<file path="src/rtl/ldr_pkg.sv">
// Shared definitions for the LDR Avalon-MM driver: slave register map,
// driver state encoding and default predictor order.
package ldr_pkg;

    localparam int LDR_ORDER = 10;

    localparam logic [15:0] LDR_ADDR_RESET  = 16'h0000;
    localparam logic [15:0] LDR_ADDR_START  = 16'h0001;
    localparam logic [15:0] LDR_ADDR_DONE   = 16'h0002;
    localparam logic [15:0] LDR_ADDR_R_BASE = 16'h0003;
    localparam logic [15:0] LDR_ADDR_A_BASE = 16'h000E;

    typedef enum logic [3:0] {
        ST_IDLE,
        ST_RSTH,
        ST_RSTL,
        ST_LOAD,
        ST_GO,
        ST_POLL,
        ST_PCHK,
        ST_GAP,
        ST_STOP,
        ST_RDA,
        ST_OUT,
        ST_ABORT
    } drv_state_e;

endpackage

</file>
<file path="src/rtl/ldr_poll_timer.sv">
// Poll pacing for the LDR driver: counts idle cycles between done polls and
// the number of polls issued since the run started (saturating, never wraps).
module ldr_poll_timer #(
    parameter int POLL_GAP = 4,
    parameter int TIMEOUT  = 4096
) (
    input  logic clk,
    input  logic rst,
    input  logic start,
    input  logic tick,
    output logic gap_done,
    output logic expired
);

    localparam int PW = $clog2(TIMEOUT + 1);
    localparam int GW = $clog2(POLL_GAP + 1);
    localparam logic [PW-1:0] POLL_MAX = PW'(TIMEOUT);
    localparam logic [GW-1:0] GAP_MAX  = GW'(POLL_GAP);

    logic [PW-1:0] poll_cnt_q, poll_cnt_d;
    logic [GW-1:0] gap_cnt_q, gap_cnt_d;

    // The gap counter restarts on every poll and free-runs up to POLL_GAP,
    // so the cycle after the poll check is gap cycle 1.
    always_comb begin
        poll_cnt_d = poll_cnt_q;
        gap_cnt_d  = gap_cnt_q;
        if (start) begin
            poll_cnt_d = '0;
            gap_cnt_d  = '0;
        end else if (tick) begin
            if (poll_cnt_q != POLL_MAX) begin
                poll_cnt_d = poll_cnt_q + PW'(1);
            end
            gap_cnt_d = '0;
        end else if (gap_cnt_q != GAP_MAX) begin
            gap_cnt_d = gap_cnt_q + GW'(1);
        end
    end

    always_ff @(posedge clk) begin
        if (rst) begin
            poll_cnt_q <= '0;
            gap_cnt_q  <= '0;
        end else begin
            poll_cnt_q <= poll_cnt_d;
            gap_cnt_q  <= gap_cnt_d;
        end
    end

    assign gap_done = (gap_cnt_q == GAP_MAX);
    assign expired  = (poll_cnt_q == POLL_MAX);

endmodule

</file>
<file path="src/rtl/ldr_avm_driver.sv">
// Avalon-MM master that sequences one Levinson-Durbin solve on the LDR slave:
// load R, start, poll done, read back A and hand the coefficients downstream.
module ldr_avm_driver
    import ldr_pkg::*;
#(
    parameter int ORDER    = LDR_ORDER,
    parameter int DW       = 16,
    parameter int POLL_GAP = 4,
    parameter int TIMEOUT  = 4096
) (
    input  logic                  clk,
    input  logic                  rst,
    input  logic                  in_valid,
    output logic                  in_ready,
    input  logic [(ORDER+1)*DW-1:0] r_vec,
    output logic                  out_valid,
    input  logic                  out_ready,
    output logic [(ORDER+1)*DW-1:0] a_vec,
    output logic                  timeout,
    output logic [15:0]           avm_address,
    output logic                  avm_read,
    output logic                  avm_write,
    output logic [DW-1:0]         avm_writedata,
    input  logic [DW-1:0]         avm_readdata
);

    localparam int N  = ORDER + 1;
    localparam int IW = $clog2(N + 1);

    drv_state_e      state_q, state_d;
    logic [IW-1:0]   idx_q, idx_d;
    logic [N*DW-1:0] r_q, r_d;
    logic [N*DW-1:0] a_q, a_d;
    logic            timeout_q, timeout_d;
    logic            in_ready_q, in_ready_d;
    logic            out_valid_q, out_valid_d;
    logic            avm_read_q, avm_read_d;
    logic            avm_write_q, avm_write_d;
    logic [15:0]     avm_address_q, avm_address_d;
    logic [DW-1:0]   avm_writedata_q, avm_writedata_d;

    logic timer_start;
    logic poll_tick;
    logic gap_done;
    logic expired;

    assign poll_tick = (state_q == ST_POLL);

    ldr_poll_timer #(
        .POLL_GAP(POLL_GAP),
        .TIMEOUT (TIMEOUT)
    ) u_poll_timer (
        .clk     (clk),
        .rst     (rst),
        .start   (timer_start),
        .tick    (poll_tick),
        .gap_done(gap_done),
        .expired (expired)
    );

    always_comb begin
        state_d     = state_q;
        idx_d       = idx_q;
        r_d         = r_q;
        a_d         = a_q;
        timeout_d   = timeout_q;
        timer_start = 1'b0;
        unique case (state_q)
            ST_IDLE: begin
                if (in_ready_q && in_valid) begin
                    r_d         = r_vec;
                    timeout_d   = 1'b0;
                    timer_start = 1'b1;
                    state_d     = ST_RSTH;
                end
            end
            ST_RSTH: state_d = ST_RSTL;
            ST_RSTL: begin
                idx_d   = '0;
                state_d = ST_LOAD;
            end
            ST_LOAD: begin
                if (idx_q == IW'(ORDER)) begin
                    idx_d   = '0;
                    state_d = ST_GO;
                end else begin
                    idx_d = idx_q + IW'(1);
                end
            end
            ST_GO:   state_d = ST_POLL;
            ST_POLL: state_d = ST_PCHK;
            ST_PCHK: begin
                idx_d = '0;
                if (avm_readdata[0]) begin
                    state_d = ST_STOP;
                end else if (expired) begin
                    state_d = ST_ABORT;
                end else begin
                    state_d = ST_GAP;
                end
            end
            ST_GAP: begin
                if (gap_done) begin
                    state_d = ST_POLL;
                end
            end
            ST_STOP: begin
                idx_d   = '0;
                state_d = ST_RDA;
            end
            // Reads are issued while idx < N; readdata for read k lands while idx = k+1.
            ST_RDA: begin
                for (int i = 0; i < N; i++) begin
                    if (idx_q == IW'(i + 1)) begin
                        a_d[i*DW +: DW] = avm_readdata;
                    end
                end
                if (idx_q == IW'(N)) begin
                    idx_d   = '0;
                    state_d = ST_OUT;
                end else begin
                    idx_d = idx_q + IW'(1);
                end
            end
            ST_OUT: begin
                if (out_ready) begin
                    state_d = ST_IDLE;
                end
            end
            ST_ABORT: begin
                if (idx_q == '0) begin
                    idx_d = IW'(1);
                end else begin
                    idx_d     = '0;
                    timeout_d = 1'b1;
                    state_d   = ST_IDLE;
                end
            end
            default: state_d = ST_IDLE;
        endcase
    end

    // Bus and handshake outputs are registered from the state being entered,
    // so each state cycle carries exactly its own transfer.
    always_comb begin
        avm_read_d      = 1'b0;
        avm_write_d     = 1'b0;
        avm_address_d   = '0;
        avm_writedata_d = '0;
        in_ready_d      = (state_q == ST_IDLE) && (state_d == ST_IDLE);
        out_valid_d     = (state_d == ST_OUT);
        unique case (state_d)
            ST_RSTH: begin
                avm_write_d     = 1'b1;
                avm_address_d   = LDR_ADDR_RESET;
                avm_writedata_d = DW'(1);
            end
            ST_RSTL: begin
                avm_write_d   = 1'b1;
                avm_address_d = LDR_ADDR_RESET;
            end
            ST_LOAD: begin
                avm_write_d   = 1'b1;
                avm_address_d = LDR_ADDR_R_BASE + 16'(idx_d);
                for (int i = 0; i < N; i++) begin
                    if (idx_d == IW'(i)) begin
                        avm_writedata_d = r_d[i*DW +: DW];
                    end
                end
            end
            ST_GO: begin
                avm_write_d     = 1'b1;
                avm_address_d   = LDR_ADDR_START;
                avm_writedata_d = DW'(1);
            end
            ST_POLL: begin
                avm_read_d    = 1'b1;
                avm_address_d = LDR_ADDR_DONE;
            end
            ST_STOP: begin
                avm_write_d   = 1'b1;
                avm_address_d = LDR_ADDR_START;
            end
            ST_RDA: begin
                if (idx_d < IW'(N)) begin
                    avm_read_d    = 1'b1;
                    avm_address_d = LDR_ADDR_A_BASE + 16'(idx_d);
                end
            end
            ST_ABORT: begin
                avm_write_d = 1'b1;
                if (idx_d == '0) begin
                    avm_address_d = LDR_ADDR_START;
                end else begin
                    avm_address_d   = LDR_ADDR_RESET;
                    avm_writedata_d = DW'(1);
                end
            end
            default: ;
        endcase
    end

    always_ff @(posedge clk) begin
        if (rst) begin
            state_q         <= ST_IDLE;
            idx_q           <= '0;
            r_q             <= '0;
            a_q             <= '0;
            timeout_q       <= 1'b0;
            in_ready_q      <= 1'b0;
            out_valid_q     <= 1'b0;
            avm_read_q      <= 1'b0;
            avm_write_q     <= 1'b0;
            avm_address_q   <= '0;
            avm_writedata_q <= '0;
        end else begin
            state_q         <= state_d;
            idx_q           <= idx_d;
            r_q             <= r_d;
            a_q             <= a_d;
            timeout_q       <= timeout_d;
            in_ready_q      <= in_ready_d;
            out_valid_q     <= out_valid_d;
            avm_read_q      <= avm_read_d;
            avm_write_q     <= avm_write_d;
            avm_address_q   <= avm_address_d;
            avm_writedata_q <= avm_writedata_d;
        end
    end

    assign in_ready      = in_ready_q;
    assign out_valid     = out_valid_q;
    assign a_vec         = a_q;
    assign timeout       = timeout_q;
    assign avm_address   = avm_address_q;
    assign avm_read      = avm_read_q;
    assign avm_write     = avm_write_q;
    assign avm_writedata = avm_writedata_q;

endmodule

</file>
<file path="config.mk">
export PLATFORM = sky130hd
export DESIGN_NAME = ldr_avm_driver
export DESIGN_NICKNAME = d
export VERILOG_FILES = /design/src/rtl/ldr_pkg.sv /design/src/rtl/ldr_poll_timer.sv /design/src/rtl/ldr_avm_driver.sv
export SDC_FILE = /design/constraint.sdc
export NUM_CORES = 1
export LEC_CHECK = 0
export CAP_MARGIN = 10
export CORE_MARGIN = 2
export CORE_UTILIZATION = 30
export DETAILED_ROUTE_END_ITERATION = 8
export PLACE_DENSITY = 0.62
export SLEW_MARGIN = 20
export SYNTH_ARGS = -nofsm -noshare
export SYNTH_HDL_FRONTEND = slang
export SYNTH_SLANG_ARGS = --single-unit
</file>
<file path="constraint.sdc">
create_clock -name clk -period 3.5 [get_ports clk]
set_clock_uncertainty 0.15 [all_clocks]
set_input_delay 0.7 -clock clk [delete_from_list [all_inputs] [get_ports clk]]
set_output_delay 0.7 -clock clk [all_outputs]
set_load 0.01 [all_outputs]
</file>
; ---- Yosys cells after proc, flatten, opt, wreduce, memory -nomap -nowiden
; Index checks and enable logic that the tools add are counted.
[word_totals]
register_bits = 413
out_inout_bits = 213
[classes]
addsub = 5
n_lt_le_gt_ge = 1
eq_ne = 47
muxes = 39
reduce_logical = 26
[ops]
columns = cell, n
row1 = $mux 176, 2
row2 = $mux 16, 11
row3 = $eq 4x4->1 const B, 15
row4 = $eq 4x3->1 const B, 14
row5 = $pmux 16 s3, 1
row6 = $pmux 4 s12, 1
row7 = $mux 4, 10
row8 = $eq 4x2->1 const B, 8
row9 = $pmux 5 s5, 1
row10 = $reduce_and 2->1, 12
row11 = $eq 4x1->1 const B, 4
row12 = $logic_not 4->1, 4
row13 = $pmux 4 s4, 1
row14 = $add 13x1->13 const B, 1
row15 = $eq 13x13->1 const B, 1
row16 = $ne 13x13->1 const B, 1
row17 = $mux 1, 9
row18 = $reduce_or 2->1, 3
row19 = $reduce_or 3->1, 2
row20 = $reduce_or 6->1, 1
row21 = $add 2x4->5 const A, 1
row22 = $add 4x4->5 const A, 1
row23 = $mux 5, 1
row24 = $add 4x1->4 const B, 1
row25 = other kinds (9), 12

; ---- Logic depth before layout (Yosys ltp)
; Gate-level depths: netlist (run 1).
[logic_depth]
depth_word = 16
depth_mapped = 17
depth_no_buf = 14

; ---- Modules after synthesis
; A second synthesis (run 1) with hierarchy kept.
[hier_totals]
hier_cells = 1840
area_unflattened_um2 = 16560.9
[modules_own_cells]
columns = module, instances, cells_per_inst, area_per_inst_um2
row1 = ldr_avm_driver, 1, 1748, 15730.1
row2 = ldr_poll_timer, 1, 92, 830.8

; ---- Least setup slack after synthesis (run 1)
; Ideal clock, no wire load.
[synth_timing]
path_kind = flip-flop to flip-flop
from = reg idx_q[0]
to = reg avm_writedata_q[13], in the netlist avm_writedata[13]
setup_time_ns = 0.079
arrival_ns = 3.617
required_time_ns = 3.271
setup_slack_ns = -0.346
stages_incl_launch_ff = 16
path_buffers = 4
path_cell_list = dfxtp_1 -> inv_1 -> ha_1 -> clkbuf_1 -> o211a_1 -> a222oi_1 -> inv_1 -> ha_1 -> clkbuf_1 -> or4_1 -> clkbuf_1 -> clkbuf_1 -> a31oi_1 -> o21a_1 -> nor3_1 -> o211ai_1
[synth_via]
elab_chain_cells = 16
elab_cells_between_ends = 40
cone_classes = add/sub (1) / eq/ne (16) / mux (20) / reduce/logical (3)
[synth_lines]
columns = item, line_no
row1 = from (decl), ldr_avm_driver.sv:31  ; logic [IW-1:0] idx_q, idx_d;
row2 = from (signal assigned), ldr_avm_driver.sv:218  ; idx_q <= idx_d;
row3 = $add 4x1->4 (tied with other cells), "ldr_avm_driver.sv:87, ldr_avm_driver.sv:122"
row4 = "$mux 4, on equally long branches", "ldr_avm_driver.sv:118, ldr_avm_driver.sv:83"
row5 = $pmux 4 s4 (*), ldr_avm_driver.sv:68  ; unique case (state_q)
row6 = named net idx_d[1], ldr_avm_driver.sv:31
row7 = $logic_not 4->1, ldr_avm_driver.sv:166  ; if (idx_d == IW'(i)) begin
row8 = $mux 16 (10 in a row), ldr_avm_driver.sv:166
row9 = $mux 16 (*), ldr_avm_driver.sv:166
row10 = $pmux 16 s3 (*), ldr_avm_driver.sv:152  ; unique case (state_d)
row11 = to (signal assigned), ldr_avm_driver.sv:227  ; avm_writedata_q <= avm_writedata_d;
row12 = to (decl), ldr_avm_driver.sv:40  ; logic [DW-1:0] avm_writedata_q, avm_writedata_d;
; Mark *: on every way through the listed nets, which the timed path passes. The rest lies on a longest branch.
; A chain may end at the register's enable or synchronous reset.

; ---- Worst setup path in the final report (run 1)
[layout_timing]
from = reg idx_q[1]
to = reg avm_writedata_q[13], in the netlist avm_writedata[13]
[layout_via]
elab_chain_cells = 16
elab_cells_between_ends = 40
cone_classes = add/sub (1) / eq/ne (16) / mux (20) / reduce/logical (3)
[layout_lines]
columns = item, line_no
row1 = $eq 4x4->1 (tied with other cells), ldr_avm_driver.sv:118  ; if (idx_q == IW'(N)) begin
row2 = $mux 4 (tied with other cells), ldr_avm_driver.sv:118
row3 = $pmux 4 s4 (*), ldr_avm_driver.sv:68
row4 = named net idx_d[0], ldr_avm_driver.sv:31
row5 = $logic_not 4->1, ldr_avm_driver.sv:166
row6 = $mux 16 (10 in a row), ldr_avm_driver.sv:166
row7 = $mux 16 (*), ldr_avm_driver.sv:166
row8 = $pmux 16 s3 (*), ldr_avm_driver.sv:152
; Marked as above.

==> results by group, run 1 <==
STA
  • RSZ-0062 raised after global routing: true
  • Final setup fails: 0
  • Final hold violation count: 0
  • Final worst slack: 0.05670 ns
  • Min cycle time layout: 3.443 ns
  • Worst-Margin Slew: 1.076 ns
  • Ratio of final minimum period to clock period: 98.38%
  • Final Max Slew Viols: 0
  • Slew headroom: 28.28%
  • Setup TNS Final: 0 ns
  • Fmax: 0.2904 GHz

Finish
  • Fin area: 23370 um^2
  • Register Area: 8049 um^2
  • Final std cells w/o fill: 3117
  • # nets final: 2546
  • Share of post-route cells with drive strength above 1: 9.206%
  • Area Growth Syn to Fin: 38.36%
  • Fillers: 5332
  • Area occupied by multi-input gates: 8061 um^2

Logic synthesis
  • Ys flop type: dfxtp_1
  • Post-synth ARST share: 0%
  • Count of cell types in the netlist: 78
  • Avg Synthesized Cell Area: 8.609 um^2
  • Area contributors post-synth: dfxtp_1, nand2_1, mux2i_1
  • Seq cells post-synth: 402
  • Gate Count Post-Synth: 1962
  • Post-synth EDFFs: 0
  • Synth area leader: dfxtp_1
  • Seq/Total Area, Yosys: 47.65%
  • Post-synthesis cell area: 16890 um^2
  • Share of the synthesized area in the top cell type: 47.65%
  • Syn. warnings: 0

GRT
  • Antenna violations before repair: 3
  • GRT Residual Overflow: 0
  • Vias in the first global route: 15.50k
  • First-pass GRT wire length: 91070 um
  • GR Util All Layers: 20.54%
  • Largest net degree at the start of global routing: 215

Floorplanning
  • Total core area: 55420 um^2
  • Width of the die: 241.3 um
  • Initial Utilization: 30.48%
  • Die height: 241.3 um
  • Die ar.: 58210 um^2
  • # IOs: 409
  • FP Rows: 86

Setup path
  • Worst setup SP type: flip-flop
  • Delay of the slowest critical-path stage: 0.41 ns
  • Arrival @ worst endpoint: 3.73 ns
  • Crit path buffers/inverters: 3
  • CP max FO: 16
  • Setup crit end kind: flip-flop
  • Crit-path cells: ha_2, nand3b_1, a32oi_2, nor2_1, a221o_1, buf_4, ha_1, buf_4, nor2b_1, nand3_1, buf_4, a2bb2oi_1, o211ai_1
  • Reg2reg setup slack: 0.06 ns
  • Most Frequent Cell on Critical Path: buf_4
  • Critical Path RT: 3.78 ns
  • Setup CP Type: flip-flop to flip-flop
  • Slowest-stage cell, CP: a2bb2oi_1
  • Top Family by Delay on Critical Path: compound AO/OA/AOI/OAI gates

Detailed routing
  • DR iter-0 viols: 1214
  • ANT nets after route: 0
  • Post-Route WL: 62090 um
  • Vias per cell: 5.045
  • Routed length per instance: 19.92 um
  • DRC: 0
  • Via Count: 15.73k
  • DR pass1 iterations: 5

CTS
  • CTS tree: yes
  • Clk_lat worst skew: 0.60 ns
  • CTS sink count: 402
  • Clock slew at reported path FFs: 0.06 ns
  • H-tree depth: 2
  • Clock Path Buffers: 3
  • CTS buffer count: 46
  • Post-CTS Hold Fix Bufs: 0
  • CTS root buffer: clkbuf_16

Run status
  • Status: complete, no violations

Min path
  • Hold Crit Class: flip-flop to flip-flop

Place
  • Post-DP HPWL: 46480 um
  • Placer Congestion: 0.9260
  • Cell Area, Placed: 21810 um^2
  • Port buffer count: 397
  • Dpl ws: 0.05243 ns
  • Dpl cells: 3034

Pwr
  • Peak supply drop: 337.1 uV
  • Total power draw: 11370 uW
  • P per Cell Area: 486.5 nW/um^2
  • P_leak: 0.008163 uW

Run
  • Max-cap violations: 0
-- routing by layer --
metal / GRT usage, % / part of all wire [%] / up-vias
met5: 0 / 0.063 / -
met2: 35.33 / 48 / 579
met1: 24.42 / 40 / 7529
li1: - / - / 7458
met3: 4.421 / 6.5 / 153
met4: 9.559 / 4.8 / 6
-- final timing paths --
check | from | to | depth (start not counted)
min | a_vec[27] | a_vec[27] | 2
max reg2reg | idx_q[1] | avm_writedata[13] | 13
min reg2reg | a_vec[27] | a_vec[27] | 2
max | idx_q[1] | avm_writedata[13] | 13
-- what timing repair did --
action                                  4_1_cts  5_1_grt
gates resized for setup                       0        6
setup buffers                                 0        0
endpoints found under the setup margin        0       15
-- cell type report --
| cell class | instances | share of cell area [%] |
|---|---|---|
| timing repair buffer | 484 | 20.27 |
| clock buffer | 66 | 5.847 |
| inverter | 15 | 0.2409 |
| multi-input combinational | 1385 | 34.50 |
| antenna | 1 | 0.01071 |
| tap | 748 | 4.005 |
| clock inverter | 16 | 0.6907 |
| sequential | 402 | 34.44 |
-- per-stage QoR --
stage | utilization (%) | hold slack (ns)
after global routing | 42.17 | 0.3205
after CTS | 42.11 | 0.3045
after floorplan | - | 0.2942
after detailed placement | 39.35 | 0.2968
final | 42.17 | 0.3027
after global placement | 39.35 | 0.2900
-- cell usage after synthesis (18+ instances only) --
cell / count
nand2_1: 445
dfxtp_1: 402
a21oi_1: 209
nor2_1: 178
mux2i_1: 141
clkbuf_1: 117
buf_4: 25
nor2b_1: 25
nor3_1: 24
a2bb2oi_1: 23
o22ai_1: 23
a31oi_1: 19
nand3_1: 18
o21a_1: 18
-- registers in the layout, summed over array words and instances (netlist names) --
name                     flops
u_poll_timer.gap_cnt_q       3
idx_q                        4
a_vec                      176
avm_writedata               16
avm_read                     1
state_q                      4
timeout                      1
out_valid                    1
in_ready                     1
avm_address                  5
r_q                        176
u_poll_timer.poll_cnt_q     13
avm_write                    1
-- where the power goes --
| part | total [uW] | switching [uW] | internal [uW] |
|---|---|---|---|
| Clock | 4850 | 2040 | 2810 |
| Combinational | 1680 | 927 | 757 |
| Sequential | 4840 | 63.8 | 4770 |
| Total | 11400 | 3030 | 8330 |
-- worst register-to-register path: stages, from the launching register on --
cell and delay, ns:
dfxtp_1 0.40, ha_2 0.25, nand3b_1 0.17, a32oi_2 0.24
nor2_1 0.06, a221o_1 0.32, buf_4 0.17, ha_1 0.23
buf_4 0.21, nor2b_1 0.17, nand3_1 0.10, buf_4 0.24
a2bb2oi_1 0.42, o211ai_1 0.17
-- cells in the final DEF (no fill, tap or decap), types with 14 or more instances in the layout --
cell type	n
a21oi_1	209
a221o_1	16
a22o_1	17
a2bb2oi_1	23
a31oi_1	18
and3_1	14
buf_4	78
clkbuf_16	46
clkbuf_8	14
clkdlybuf4s50_1	396
dfxtp_1	401
mux2_2	17
mux2i_1	141
nand2_1	445
nand3_1	18
nor2_1	178
nor2b_1	25
nor3_1	22
o21a_1	18
o21ai_0	14
o22ai_1	23
o32ai_1	17
-- cell families (layout without fill, tap and decap cells) --
group	count (synthesis)	in the layout	synth area share (%)
xor+xnor	13	13	0.6741
buf+inv	185	581	5.156
mux	158	158	9.490
simple gates	756	756	18.92
other cells	1	12	0.02220
compound gates	431	431	16.90
flops	402	402	47.65
fa+ha+maj	16	16	1.185
Power figures use the tool's default switching activity.
==> run 2: changes to the inputs <==
- DONT_BUFFER_PORTS: default -> 1
- PLACE_DENSITY: 0.62 -> 0.52
==> run 2 against run 1 <==
Against the previous run: flip-flop and latch count unchanged; clock-buffer cell count rose by 2; sequential power hardly changed; clock power grew 4%; via count decreased by 11%; fmax grew 2.4%; first-iteration DRC count shrank 13%; hold slack lost 0.22 ns; global-route usage down 1.0 points; combinational power down 24%; largest cell class unchanged; highest routed layer unchanged.
==> results by group, run 2 (synthesis gave the netlist of run 1 again) <==
Run
  • Max-cap violations: 0 (unchanged)

Detailed routing
  • Via Count: 14.01k (-11%)
  • DRC: 0 (unchanged)
  • DR pass1 iterations: 5 (unchanged)
  • Vias per cell: 5.135 (+1.8%)
  • Post-Route WL: 59380 um (-4.4%)
  • ANT nets after route: 0 (unchanged)
  • Routed length per instance: 21.76 um (+9.2%)
  • DR iter-0 viols: 1053 (-13%)

Floorplanning
  • FP Rows: 86 (unchanged)
  • Die ar.: 58210 um^2 (unchanged)
  • Die height: 241.3 um (unchanged)
  • Initial Utilization: 30.48% (unchanged)
  • # IOs: 409 (unchanged)
  • Width of the die: 241.3 um (unchanged)
  • Total core area: 55420 um^2 (unchanged)

Run status
  • Status: complete, no violations

Finish
  • Area Growth Syn to Fin: 15.97%
  • Share of post-route cells with drive strength above 1: 12.21% (+3.0 points)
  • Commonest non-fill, non-tap cells in the layout: nand2_1, dfxtp_1, a21oi_1, nor2_1, mux2i_1
  • # nets final: 2149 (-16%)
  • Commonest non-fill, non-tap cell in the layout: nand2_1
  • Final std cells w/o fill: 2729 (-12%)
  • Fin area: 19590 um^2 (-16%)

GRT
  • Met3 Track Usage GR: 7.247% (+2.8 points)
  • GR Util All Layers: 19.49% (-1.0 points)
  • First-pass GRT wire length: 85500 um (-6.1%)
  • Largest net degree at the start of global routing: 369 (+72%)
  • GRT Residual Overflow: 0 (unchanged)
  • GR peak layer: met2
  • Antenna violations before repair: 15 (+12)
  • M2 GR Usage: 33.35% (-2.0 points)
  • Vias in the first global route: 13.60k (-12%)
  • GR Util met1: 22.38% (-2.0 points)

CTS
  • CTS tree: yes
  • Post-CTS Hold Fix Bufs: 0 (unchanged)
  • CTS sink count: 402 (unchanged)
  • CTS buffer count: 47 (+2.2%)
  • H-tree depth: 2 (unchanged)
  • Clock slew at reported path FFs: 0.06 ns (about the same)
  • Clk_lat worst skew: 0.57 ns (-0.03 ns)
  • Clock Path Buffers: 3 (unchanged)
  • CTS root buffer: clkbuf_16

Pwr
  • P per Cell Area: 570.3 nW/um^2 (+17%)
  • Peak supply drop: 403.0 uV (+20%)
  • P_leak: 0.006756 uW (-17%)
  • Total power draw: 11170 uW (-1.7%)

Place
  • Post-DP HPWL: 43490 um (-6.4%)
  • Cell Area, Placed: 17690 um^2 (-19%)
  • Dpl cells: 2624 (-14%)
  • Port buffer count: 0 (-100%)
  • Placer Congestion: 0.8686 (-6.2%)

Setup path
  • Arrival @ worst endpoint: 3.72 ns (about the same)
  • CP max FO: 15 (-1)
  • Critical Path RT: 3.86 ns (+0.08 ns)
  • Reg2reg setup slack: 0.14 ns (+0.08 ns)
  • Worst setup SP type: flip-flop
  • Setup CP Type: flip-flop to flip-flop
  • Setup crit end kind: flip-flop

Min path
  • Hold Crit Class: input pin to flip-flop

STA
  • Final setup fails: 0 (unchanged)
  • Slew headroom: 48.09% (+20 points)
  • RSZ-0062 raised after global routing: false
  • Fmax: 0.2973 GHz (+2.4%)
  • Worst-Margin Slew: 0.7590 ns (-0.3168 ns)
  • Ratio of final minimum period to clock period: 96.10% (-2.3 points)
  • Final hold slack: 0.08267 ns (-0.2200 ns)
  • Min cycle time layout: 3.364 ns (-0.07976 ns)
  • Final hold violation count: 0 (unchanged)
  • Final Max Slew Viols: 0 (unchanged)
[run 2: cell count changes in the layout (fill, tap and decap cells not counted), moves of 3 or more]
cell / previous run / this run
clkdlybuf4s50_1: 396 / 0
clkinv_2: 8 / 5
o32ai_1: 17 / 9
clkinvlp_4: 2 / 5
nor3_1: 22 / 17
o32ai_2: 0 / 8
nor3_2: 3 / 8
diode_2: 1 / 8
[run 2: through the flow]
stage | setup slack (ns) | TNS (ns) | utilization (%)
floorplan | -0.03414 | -0.05890 | -
global placement | 0.007605 | 0 | 31.93
detailed placement | -0.1263 | -0.6745 | 31.93
CTS | 0.02238 | 0 | 34.89
global route | 0.01131 | 0 | 35.32
finish | 0.1365 | 0 | 35.35
[run 2: cell type report]
type / instances / area, um^2
diodes: 8 / 20.02
multi-input cells: 1386 / 8184
inverters: 15 / 60.06
fillers: 5656 / 35830
clock buffers: 68 / 1405
repair buffers: 85 / 733.2
well taps: 748 / 935.9
flip-flops and latches: 402 / 8049
clock inverters: 17 / 200.2
[run 2: final timing paths]
path	endpoint	from	depth (start not counted)
hold reg to reg	r_q[168]	r_q[168]	2
setup reg to reg	avm_writedata[8]	idx_q[1]	11
hold / removal	a_vec[55]	rst	1
setup / recovery	avm_writedata[8]	idx_q[1]	11
[run 2: what timing repair did]
| action | 4_1_cts | 5_1_grt |
|---|---|---|
| setup buffers | 0 | 11 |
| hold endpoints to repair | 0 | 0 |
| cloned | 0 | 1 |
| pin swaps | 1 | 5 |
| resized for setup | 8 | 22 |
| endpoints found under the setup margin | 15 | 16 |
[run 2: critical path: stages (launching register included)]
cell and delay (ns):
dfxtp_1 0.40, ha_2 0.25, nand3b_1 0.13, a32oi_2 0.25, nor2_1 0.07, a221o_2 0.38
ha_2 0.23, buf_4 0.18, or3_4 0.52, o32ai_1 0.45, nor3_2 0.11, o211ai_1 0.17
[run 2: routing by layer]
layer	up-vias	share of wire [%]
li1	6667	-
met5	-	0.17
met4	14	2.8
met2	518	49
met1	6715	38
met3	100	9.8
[run 2: where the power goes]
part / total [uW] / internal (uW) / switching (uW) / leakage (uW)
clock: 5050 / 3020 / 2030 / 0.000784
sequential: 4850 / 4770 / 72.8 / 0.00325
combinational: 1270 / 535 / 737 / 0.00272
total: 11200 / 8330 / 2840 / 0.00676
==> run 3: changes to the inputs <==
- CELL_PAD_IN_SITES_DETAIL_PLACEMENT: default -> 1
- CELL_PAD_IN_SITES_GLOBAL_PLACEMENT: default -> 2
- CORE_UTILIZATION: 30 -> 26
- DONT_BUFFER_PORTS: 1 -> default
- PLACE_DENSITY: 0.52 -> 0.82
- SLEW_MARGIN: 20 -> 0
==> run 3 against run 2 <==
Against the previous run: flip-flop and latch count stayed put; first-iteration DRC count is 2.3% lower; combinational power is 38% higher; clock power rose by 2%; cell count grew 19%; sequential share of layout area fell by 7.5 points.
==> results by group, run 3 (synthesis gave the netlist of run 1 again) <==
CTS
  • H-tree depth: 2 (unchanged)
  • CTS tree: yes
  • CTS sink count: 402 (unchanged)
  • Clock slew at reported path FFs: 0.06 ns (about the same)
  • CTS root buffer: clkbuf_16
  • Post-CTS Hold Fix Bufs: 0 (unchanged)
  • Clock Path Buffers: 3 (unchanged)
  • CTS buffer count: 48 (+2.1%)
  • Clk_lat worst skew: 0.59 ns (+0.02 ns)

GRT
  • GR Util All Layers: 20.05% (+0.56 points)
  • Antenna violations before repair: 12 (-3)
  • Largest net degree at the start of global routing: 181 (-51%)
  • First-pass GRT wire length: 102400 um (+20%)
  • Vias in the first global route: 16.70k (+23%)
  • GRT Residual Overflow: 0 (unchanged)

STA
  • Worst-Margin Slew: 1.056 ns (+0.2975 ns)
  • Final hold violation count: 0 (unchanged)
  • Final Max Slew Viols: 0 (unchanged)
  • Final worst slack: 0.1240 ns (-0.01244 ns)
  • Fmax: 0.2962 GHz (-0.37%)
  • Final setup fails: 0 (unchanged)
  • Ratio of final minimum period to clock period: 96.46% (+0.36 points)
  • Min cycle time layout: 3.376 ns (+0.01244 ns)
  • Slew headroom: 29.57% (-19 points)

Detailed routing
  • Post-Route WL: 69980 um (+18%)
  • Via Count: 15.91k (+14%)
  • ANT nets after route: 0 (unchanged)
  • Routed length per instance: 21.50 um (-1.2%)
  • DRC: 0 (unchanged)
  • DR iter-0 viols: 1029 (-2.3%)
  • DR pass1 iterations: 5 (unchanged)
  • Vias per cell: 4.887 (-4.8%)

Setup path
  • Crit-path cells: inv_2, ha_2, nand3b_1, buf_4, a222oi_1, buf_4, inv_1, ha_2, buf_4, or4_4, buf_8, a31oi_1, o21ai_0, nor4b_2, o211ai_1
  • Setup CP Type: flip-flop to flip-flop
  • Launch point of the worst path: idx_q[0]
  • RR Endpoint: avm_writedata[14]
  • Arrival @ worst endpoint: 3.73 ns (about the same)
  • Most Frequent Cell on Critical Path: buf_4
  • CP max FO: 8 (-7)
  • Critical R2R Launch: idx_q[0]
  • Top Family by Delay on Critical Path: simple AND/OR/NAND/NOR gates
  • Critical Path RT: 3.86 ns (about the same)
  • Reg2reg setup slack: 0.12 ns (about the same)
  • Delay of the slowest critical-path stage: 0.58 ns (+0.06 ns)
  • Setup crit end kind: flip-flop
  • Crit path buffers/inverters: 6 (+5)
  • Worst r2r path cells: 15 (+4)
  • Slowest-stage cell, CP: or4_4
  • Worst setup SP type: flip-flop

Place
  • Dpl cells: 3166 (+21%)
  • Placer Congestion: 0.8911 (+2.6%)
  • Post-DP HPWL: 52890 um (+22%)
  • Port buffer count: 397 (+397)
  • Dpl ws: -0.02829 ns (+0.09803 ns)

Floorplanning
  • Die height: 258.9 um (+7.3%)
  • FP Rows: 93 (+8.1%)
  • Die ar.: 67020 um^2 (+15%)
  • Total core area: 64350 um^2 (+16%)
  • Initial Utilization: 26.25% (-4.2 points)
  • # IOs: 409 (unchanged)
  • Width of the die: 258.9 um (+7.3%)

Finish
  • Final std cells w/o fill: 3255 (+19%)
  • # nets final: 2576 (+20%)
  • Fillers: 7476 (+32%)
  • Commonest non-fill, non-tap cell in the layout: nand2_1
  • Share of post-route cells with drive strength above 1: 10.55% (-1.7 points)
  • Area occupied by multi-input gates: 8115 um^2 (-0.84%)
  • Area Growth Syn to Fin: 41.93%
  • Register Area: 8051 um^2 (about the same)
  • Commonest non-fill, non-tap cells in the layout: nand2_1, dfxtp_1, clkdlybuf4s50_1, a21oi_1, nor2_1

Min path
  • Hold Crit Depth: 2 (+1)
  • HP Start: a_vec[145]
  • Hold Crit Class: flip-flop to flip-flop
  • WHS Endpoint: a_vec[145]

Pwr
  • P_leak: 0.008381 uW (+24%)
  • Total power draw: 11750 uW (+5.1%)
  • P per Cell Area: 490.0 nW/um^2 (-14%)
  • Peak supply drop: 370.3 uV (-8.1%)

Run status
  • Status: complete, no violations

Run
  • Max-cap violations: 0 (unchanged)
## run 3: area by class of cell
class	count	share of cell area (%)
multi-input cells	1385	33.85
well taps	855	4.463
repair buffers	512	21.12
clock inverters	16	0.9291
inverters	15	0.2349
clock buffers	69	5.804
diodes	1	0.01044
flip-flops and latches	402	33.59
## run 3: worst max-delay path by stage
stage | endpoint | slack [ns] | cells after the start
after floorplan | avm_writedata[10] | -0.03 | 16
after global placement | avm_writedata[9] | 0.02 | 10
after detailed placement | avm_writedata[3] | -0.03 | 15
after CTS | avm_writedata[7] | 0.03 | 15
after global routing | avm_writedata[7] | -0.02 | 15
final | avm_writedata[14] | 0.12 | 15
## run 3: timing repair
action,4_1_cts,5_1_grt
cloned,0,1
pin swaps,0,4
resized for setup,1,21
buffers inserted,0,2
endpoints found under the hold margin,0,0
setup endpoints to repair,4,16
## run 3: per-stage QoR
stage | util, % | hold WS, ns | setup TNS [ns] | cell area [um^2]
floorplan | - | 0.2942 | -0.05890 | 16970
finish | 37.25 | 0.3035 | 0 | 23970
detailed placement | 34.55 | 0.2973 | -0.06239 | 22240
global placement | 34.55 | 0.2906 | 0 | 22240
global route | 37.25 | 0.3232 | -0.03802 | 23970
CTS | 37.07 | 0.3056 | 0 | 23860
## run 3: layer usage
metal | global-route usage, % | up-vias | part of all wire, %
met3 | 4.382 | 144 | 5.8
li1 | - | 7529 | -
met1 | 24.30 | 7705 | 42
met2 | 34.64 | 510 | 48
met4 | 7.466 | 18 | 3.9
met5 | 0 | - | 0.17
## run 3: tightest hold or removal path: cells and delay by family (launching register included)
kind | cells | cell delay [ns]
AO/OA/AOI/OAI | 1 | 0.05
AND/OR/NAND/NOR | 1 | 0.05
flip-flops | 1 | 0.31
## run 3: where the power goes
part           switching, uW  total (uW)  internal (uW)
Clock                   2080        5150           3070
Combinational            962        1750            787
Sequential              69.8        4840           4770
Total                   3110       11700           8630
